<file path="src/rtl/ascon_pkg.sv">
// Shared ASCON-128 constants, round-constant table and FSM state type.
package ascon_pkg;

    localparam int unsigned STATE_W = 320;
    localparam int unsigned WORD_W  = 64;
    localparam int unsigned KEY_W   = 128;
    localparam int unsigned DATA_W  = 40;

    localparam int unsigned PA = 12;
    localparam int unsigned PB = 6;

    localparam logic [WORD_W-1:0] IV = 64'h80400c0600000000;

    // Entry 0 is the first round of pa; pb starts at entry PA - PB.
    localparam logic [11:0][7:0] RC = {
        8'h4b, 8'h5a, 8'h69, 8'h78, 8'h87, 8'h96,
        8'ha5, 8'hb4, 8'hc3, 8'hd2, 8'he1, 8'hf0
    };

    typedef enum logic [2:0] {
        StIdle,
        StInit,
        StAd,
        StFinal,
        StDone
    } ascon_state_e;

    function automatic logic [WORD_W-1:0] ror64(input logic [WORD_W-1:0] x,
                                                input int unsigned n);
        return (x >> n) | (x << (WORD_W - n));
    endfunction

endpackage

</file>
<file path="src/rtl/ascon_decryption_if.sv">
// Request/result bundle of the ASCON-128 decryption engine.
interface ascon_decryption_if;
    import ascon_pkg::*;

    logic               decryption_start;
    logic [KEY_W-1:0]   key;
    logic [KEY_W-1:0]   nonce;
    logic [DATA_W-1:0]  ad;
    logic [DATA_W-1:0]  ct;
    logic [KEY_W-1:0]   tag;
    logic               decryption_fin;
    logic [DATA_W-1:0]  pt;
    logic               tag_valid;
    logic [STATE_W-1:0] ini_stemp;
    logic [STATE_W-1:0] ad_stemp;
    logic [STATE_W-1:0] ct_stemp;

    modport master (
        output decryption_start, key, nonce, ad, ct, tag,
        input  decryption_fin, pt, tag_valid, ini_stemp, ad_stemp, ct_stemp
    );

    modport slave (
        input  decryption_start, key, nonce, ad, ct, tag,
        output decryption_fin, pt, tag_valid, ini_stemp, ad_stemp, ct_stemp
    );

endinterface

</file>
<file path="src/rtl/ascon_round.sv">
// One combinational ASCON permutation round: constant add, bit-sliced S-box, linear layer.
module ascon_round
    import ascon_pkg::*;
(
    input  logic [STATE_W-1:0] i_state,
    input  logic [7:0]         i_rc,
    output logic [STATE_W-1:0] o_state
);

    logic [WORD_W-1:0] w_x0, w_x1, w_x2, w_x3, w_x4;
    logic [WORD_W-1:0] w_t0, w_t1, w_t2, w_t3, w_t4;

    // Substitution layer followed by per-word diffusion.
    always_comb begin
        w_x0 = i_state[5*WORD_W-1:4*WORD_W];
        w_x1 = i_state[4*WORD_W-1:3*WORD_W];
        w_x2 = i_state[3*WORD_W-1:2*WORD_W] ^ {56'h0, i_rc};
        w_x3 = i_state[2*WORD_W-1:WORD_W];
        w_x4 = i_state[WORD_W-1:0];

        w_x0 = w_x0 ^ w_x4;
        w_x4 = w_x4 ^ w_x3;
        w_x2 = w_x2 ^ w_x1;
        w_t0 = ~w_x0 & w_x1;
        w_t1 = ~w_x1 & w_x2;
        w_t2 = ~w_x2 & w_x3;
        w_t3 = ~w_x3 & w_x4;
        w_t4 = ~w_x4 & w_x0;
        w_x0 = w_x0 ^ w_t1;
        w_x1 = w_x1 ^ w_t2;
        w_x2 = w_x2 ^ w_t3;
        w_x3 = w_x3 ^ w_t4;
        w_x4 = w_x4 ^ w_t0;
        w_x1 = w_x1 ^ w_x0;
        w_x0 = w_x0 ^ w_x4;
        w_x3 = w_x3 ^ w_x2;
        w_x2 = ~w_x2;

        o_state = {
            w_x0 ^ ror64(w_x0, 19) ^ ror64(w_x0, 28),
            w_x1 ^ ror64(w_x1, 61) ^ ror64(w_x1, 39),
            w_x2 ^ ror64(w_x2, 1)  ^ ror64(w_x2, 6),
            w_x3 ^ ror64(w_x3, 10) ^ ror64(w_x3, 17),
            w_x4 ^ ror64(w_x4, 7)  ^ ror64(w_x4, 41)
        };
    end

endmodule

</file>
<file path="src/rtl/ascon_decryption.sv">
// ASCON-128 authenticated decryption, one permutation round per cycle.
module ascon_decryption
    import ascon_pkg::*;
(
    input  logic              clk,
    input  logic              rst,
    ascon_decryption_if.slave bus
);

    ascon_state_e       r_state, w_state_next;
    logic [3:0]         r_cnt, w_rc_idx;
    logic               w_last, w_start, w_tag_ok;
    logic [STATE_W-1:0] r_s, w_round, w_ini, w_ad_abs, w_ad_st, w_ct_st, w_fin_in;
    logic [KEY_W-1:0]   r_key, r_tag, w_tag;
    logic [DATA_W-1:0]  r_ad, r_ct, r_p, r_pt, w_p;
    logic               r_fin, r_tag_valid;
    logic [STATE_W-1:0] r_ini_st, r_ad_st, r_ct_st;

    assign w_start  = bus.decryption_start;
    assign w_rc_idx = (r_state == StAd) ? r_cnt + 4'(PA - PB) : r_cnt;
    assign w_last   = (r_state == StAd) ? (r_cnt == 4'(PB - 1)) : (r_cnt == 4'(PA - 1));

    ascon_round u_round (
        .i_state (r_s),
        .i_rc    (RC[w_rc_idx]),
        .o_state (w_round)
    );

    // Phase-boundary transforms, folded into the last round cycle of each phase.
    assign w_ini    = w_round ^ {192'h0, r_key};
    assign w_ad_abs = {w_ini[STATE_W-1:4*WORD_W] ^ {r_ad, 8'h80, 16'h0000},
                       w_ini[4*WORD_W-1:0]};
    assign w_ad_st  = w_round ^ {{(STATE_W-1){1'b0}}, 1'b1};
    assign w_p      = w_ad_st[STATE_W-1:STATE_W-DATA_W] ^ r_ct;
    assign w_ct_st  = {r_ct, w_ad_st[STATE_W-DATA_W-1:4*WORD_W] ^ 24'h800000,
                       w_ad_st[4*WORD_W-1:0]};
    assign w_fin_in = w_ct_st ^ {{WORD_W{1'b0}}, r_key, {KEY_W{1'b0}}};
    assign w_tag    = w_round[KEY_W-1:0] ^ r_key;
    assign w_tag_ok = (w_tag == r_tag);

    // FSM state register.
    always_ff @(posedge clk or posedge rst) begin
        if (rst) r_state <= StIdle;
        else     r_state <= w_state_next;
    end

    // FSM next-state: start is only honoured when idle or done.
    always_comb begin
        w_state_next = r_state;
        unique case (r_state)
            StIdle, StDone: if (w_start) w_state_next = StInit;
            StInit:         if (w_last)  w_state_next = StAd;
            StAd:           if (w_last)  w_state_next = StFinal;
            StFinal:        if (w_last)  w_state_next = StDone;
            default:                     w_state_next = StIdle;
        endcase
    end

    // Datapath: input latches, round counter, permutation state and results.
    always_ff @(posedge clk or posedge rst) begin
        if (rst) begin
            r_cnt       <= '0;
            r_s         <= '0;
            r_key       <= '0;
            r_tag       <= '0;
            r_ad        <= '0;
            r_ct        <= '0;
            r_p         <= '0;
            r_pt        <= '0;
            r_fin       <= 1'b0;
            r_tag_valid <= 1'b0;
            r_ini_st    <= '0;
            r_ad_st     <= '0;
            r_ct_st     <= '0;
        end else begin
            unique case (r_state)
                StIdle, StDone: begin
                    if (w_start) begin
                        r_s   <= {IV, bus.key, bus.nonce};
                        r_key <= bus.key;
                        r_tag <= bus.tag;
                        r_ad  <= bus.ad;
                        r_ct  <= bus.ct;
                        r_cnt <= '0;
                        r_fin <= 1'b0;
                    end
                end
                StInit: begin
                    r_cnt <= w_last ? 4'd0 : r_cnt + 4'd1;
                    r_s   <= w_last ? w_ad_abs : w_round;
                    if (w_last) r_ini_st <= w_ini;
                end
                StAd: begin
                    r_cnt <= w_last ? 4'd0 : r_cnt + 4'd1;
                    r_s   <= w_last ? w_fin_in : w_round;
                    if (w_last) begin
                        r_ad_st <= w_ad_st;
                        r_ct_st <= w_ct_st;
                        r_p     <= w_p;
                    end
                end
                StFinal: begin
                    r_cnt <= w_last ? 4'd0 : r_cnt + 4'd1;
                    r_s   <= w_round;
                    if (w_last) begin
                        r_tag_valid <= w_tag_ok;
                        r_pt        <= w_tag_ok ? r_p : '0;
                        r_fin       <= 1'b1;
                    end
                end
                default: ;
            endcase
        end
    end

    assign bus.decryption_fin = r_fin;
    assign bus.pt             = r_pt;
    assign bus.tag_valid      = r_tag_valid;
    assign bus.ini_stemp      = r_ini_st;
    assign bus.ad_stemp       = r_ad_st;
    assign bus.ct_stemp       = r_ct_st;

endmodule

</file>
<file path="src/flat_wrapper.sv">
// flat-port wrapper written by rule: the top's interface ports become plain ports
module ascon_decryption_flat import ascon_pkg::*;
  (clk, rst, bus_decryption_start, bus_key, bus_nonce, bus_ad, bus_ct, bus_tag, bus_decryption_fin, bus_pt, bus_tag_valid, bus_ini_stemp, bus_ad_stemp, bus_ct_stemp);
  ascon_decryption_if bus_i ();
  input  logic clk;
  input  logic rst;
  input wire logic [$bits(bus_i.decryption_start)-1:0] bus_decryption_start;
  input wire logic [$bits(bus_i.key)-1:0] bus_key;
  input wire logic [$bits(bus_i.nonce)-1:0] bus_nonce;
  input wire logic [$bits(bus_i.ad)-1:0] bus_ad;
  input wire logic [$bits(bus_i.ct)-1:0] bus_ct;
  input wire logic [$bits(bus_i.tag)-1:0] bus_tag;
  output wire logic [$bits(bus_i.decryption_fin)-1:0] bus_decryption_fin;
  output wire logic [$bits(bus_i.pt)-1:0] bus_pt;
  output wire logic [$bits(bus_i.tag_valid)-1:0] bus_tag_valid;
  output wire logic [$bits(bus_i.ini_stemp)-1:0] bus_ini_stemp;
  output wire logic [$bits(bus_i.ad_stemp)-1:0] bus_ad_stemp;
  output wire logic [$bits(bus_i.ct_stemp)-1:0] bus_ct_stemp;
  assign bus_i.decryption_start = bus_decryption_start;
  assign bus_i.key = bus_key;
  assign bus_i.nonce = bus_nonce;
  assign bus_i.ad = bus_ad;
  assign bus_i.ct = bus_ct;
  assign bus_i.tag = bus_tag;
  assign bus_decryption_fin = bus_i.decryption_fin;
  assign bus_pt = bus_i.pt;
  assign bus_tag_valid = bus_i.tag_valid;
  assign bus_ini_stemp = bus_i.ini_stemp;
  assign bus_ad_stemp = bus_i.ad_stemp;
  assign bus_ct_stemp = bus_i.ct_stemp;
  ascon_decryption u_core (.clk(clk), .rst(rst), .bus(bus_i));
endmodule
</file>
<file path="config.mk">
export PLATFORM = sky130hd
export DESIGN_NAME = ascon_decryption_flat
export DESIGN_NICKNAME = d
export VERILOG_FILES = /design/src/rtl/ascon_pkg.sv /design/src/rtl/ascon_decryption_if.sv /design/src/rtl/ascon_round.sv /design/src/rtl/ascon_decryption.sv /design/src/flat_wrapper.sv
export SDC_FILE = /design/constraint.sdc
export NUM_CORES = 2
export LEC_CHECK = 0
export BUFFER_PORTS_ARGS = -buffer_cell sky130_fd_sc_hd__buf_2
export CAP_MARGIN = 20
export CORE_AREA = 2 2 575 577
export DETAILED_ROUTE_END_ITERATION = 10
export DIE_AREA = 0 0 577 579
export PLACE_DENSITY = 0.43
export SLEW_MARGIN = 20
export SYNTH_ARGS = -nofsm -noshare
export SYNTH_HDL_FRONTEND = slang
export SYNTH_HIERARCHICAL = 1
export SYNTH_SLANG_ARGS = --single-unit
</file>
<file path="constraint.sdc">
create_clock -name clk -period 55.5 [get_ports clk]
set_input_delay 8.325 -clock clk [delete_from_list [all_inputs] [get_ports clk]]
set_output_delay 8.325 -clock clk [all_outputs]
set_load 0.02 [all_outputs]
</file>
==> results by group <==
Floorplan
  – I/O pin total: 1469
  – Core area: 0.329 mm2
  – Initial Util: 24.8%
  – Die area: 0.334 mm2
  – Die W: 577 um
  – Row count: 211
  – Die height: 579 um

Synthesis
  – Syn nets: 9238
  – Number of flops mapped to enable cells by yosys: 0
  – Top FF cell, synth: dfrtp_1
  – Netlist cell types: 51
  – YS warnings: 6
  – Synth async-reset ratio: 100%
  – Sequential area share after synthesis: 43.8%
  – Mapped Avg Cell Area: 9.42 um2
  – Post-synthesis instance total: 8640
  – Synth Cell Area: 0.0814 mm2
  – FF+latch count, synth: 1426

Clock network
  – Max Root-Sink Buffers: 4
  – Worst-path clk slew: 60 ps
  – Setup Fix Bufs, Post-CTS: 0
  – Post-cts sizing count: 0
  – CTS root buf: clkbuf_16
  – Clock latency at the later pin of the worst-skew pair: 910 ps
  – Hold_buf cts: 0
  – CTS tree: yes
  – H-tree level count: 4
  – # clock sinks: 1426
  – Num CTS Buffers: 180

Drt
  – DR vias/cell: 4.93
  – Vias: 70200
  – WL final: 495000 um
  – Drt drc: 0
  – Routed Antenna Nets: 0
  – Drt initial violations: 6814
  – Pre-antenna DRT Iters: 7
  – Wire per inst: 34.7 um

Worst setup path
  – Critical path capture point type: flip-flop
  – Critical Path AT: 12590 ps
  – Maximum net fanout on the critical path: 77
  – CP required: 56240 ps
  – Crit path kind: in -> reg
  – Startpoint Class: input port
  – Reg2reg setup slack: 47420 ps

Layout
  – Syn-to-layout area delta: 20.2%
  – Fraction of layout cells with a size suffix above 1: 21.6%
  – Leading cell type in the layout, fill and taps excluded: nand2_1
  – Most frequent cells in the layout: nand2_1, buf_2, dfrtp_1
  – Fillers: 34900
  – NumNets Final: 10300
  – Reg area: 0.0357 mm2
  – Area of the multi-input gates: 0.0412 mm2
  – Design area: 0.0978 mm2

Global routing
  – Largest net degree at the start of global routing: 160
  – GR Overflow Total: 0
  – Met2 global-route usage: 45.4%
  – First-pass GRT wire length: 644000 um
  – Initial antenna violation count: 266
  – Met1 usage in global routing: 36.9%
  – Vias in the first global route: 67300
  – Total track usage: 28.7%
  – Most used routing layer: met2
  – Met3 Resource Use GR: 7.49%

STA
  – Tmin final: 11850 ps
  – RSZ-0062 raised after global routing: no
  – Max_slew headroom: 10.0%
  – Slew Limit Fails: 0
  – Clock skew: 90.0 ps
  – Tightest hold margin: 466 ps
  – Worst-Margin Slew: 1340 ps
  – Final worst path period share: 21.3%
  – Setup TNS: 0 ps
  – Fmax achieved: 0.0844 GHz
  – Hold Vio Cnt, Final: 0
  – Final Setup Violations: 0

Placed design
  – Post-DP Area: 0.0916 mm2
  – IO Port Bufs: 1468
  – Final Wtd Congestion: 0.956
  – HPWL Detailed: 391000 um

Status
  – Status: completed

Hold path
  – Hold Crit Class: reg -> reg

Run
  – Max Cap Viol: 0
## synth_stat cells (all sizes together) (2+ instances only)
cell    number  share of area (%)
xnor2      765                9.5
buf        391                3.3
nor3         2              0.012
xor2        98                1.2
mux2i        8              0.098
nor2       225                1.0
xnor3      316                8.7
nor4        15               0.14
o21ai      506                3.1
nand2     3208                 15
nand3b     168                1.5
nand4      187                1.4
clkbuf     388                1.8
ha         131                2.0
a41oi        6              0.065
o22ai        2              0.015
inv        157               0.72
dfrtp     1426                 44
a21oi      243                1.5
nand3        4              0.025
maj3        19               0.25
a22oi      128                1.2
a22o        64               0.69
xor3        42                1.2
o211a      127                1.6
## area by class of cell
| class | instances | share of cell area (%) |
|---|---|---|
| Multi-Input combinational cell | 6277 | 42.1 |
| Sequential cell | 1426 | 36.5 |
| Timing Repair Buffer | 1633 | 8.95 |
| Tap cell | 4366 | 5.58 |
| Clock buffer | 256 | 5.28 |
| Clock inverter | 59 | 0.799 |
| Inverter | 158 | 0.614 |
| Antenna cell | 72 | 0.184 |
## per-layer routing
layer / routed length [um] / up-vias / part of all wire, %
met5: 1030 / - / 0.21
met4: 23300 / 162 / 4.7
met3: 41200 / 828 / 8.3
met2: 224000 / 3220 / 45
met1: 205000 / 36000 / 41
li1: - / 30000 / -
## worst paths after layout
kind | start | to | depth (start not counted)
setup / recovery | bus_decryption_start | u_core/r_s[39]$_DFFE_PP0P_ | 8
hold / removal | u_core/bus.ini_stemp[240]$_DFFE_PP0P_ | u_core/bus.ini_stemp[240]$_DFFE_PP0P_ | 2
setup reg to reg | u_core/r_state[0]$_DFFE_PP0P_ | u_core/bus.pt[6]$_DFFE_PP0P_ | 16
hold reg to reg | u_core/bus.ini_stemp[240]$_DFFE_PP0P_ | u_core/bus.ini_stemp[240]$_DFFE_PP0P_ | 2
max in group asynchronous | rst | u_core/bus.ad_stemp[274]$_DFFE_PP0P_ | 6
min in group asynchronous | rst | u_core/bus.ini_stemp[111]$_DFFE_PP0P_ | 2
## registers in the layout, summed over array words and instances, names as in the netlist, 40 cells and up
| name | count |
|---|---|
| u_core/r_key | 128 |
| u_core/r_p | 40 |
| u_core/bus.ct_stemp | 41 |
| u_core/r_ct | 40 |
| u_core/r_tag | 128 |
| u_core/bus.ini_stemp | 320 |
| u_core/r_s | 320 |
| u_core/bus.pt | 40 |
| u_core/bus.ad_stemp | 320 |
| u_core/r_ad | 40 |
## stage by stage
step / instances / setup slack [ps] / utilization, %
after floorplan: 8640 / 6960 / -
after global placement: 13900 / 42910 / 27.9
after detailed placement: 13900 / 42840 / 27.9
after CTS: 14200 / 43720 / 29.7
after global routing: 14200 / 43500 / 29.7
final: 14200 / 43650 / 29.8
## cells by family after synthesis
kind of cell | Yosys count | share of synthesized area (%)
compound gates | 1082 | 8.18
xor+xnor | 1221 | 20.7
fa+ha+maj | 150 | 2.27
simple gates | 3816 | 19.1
flops | 1426 | 43.8
buf+inv | 937 | 5.82
mux | 8 | 0.0984
## worst max-delay path: stages
cell     delay (ps)
buf_2           130
and3_4          400
nor2_4          890
buf_4           680
buf_4           760
buf_4           920
a22oi_1         120
o21ai_0         160
Power is left out: the tool's default activity adds up to more than one toggle a clock period on the data nets, which glitch-free logic cannot reach.
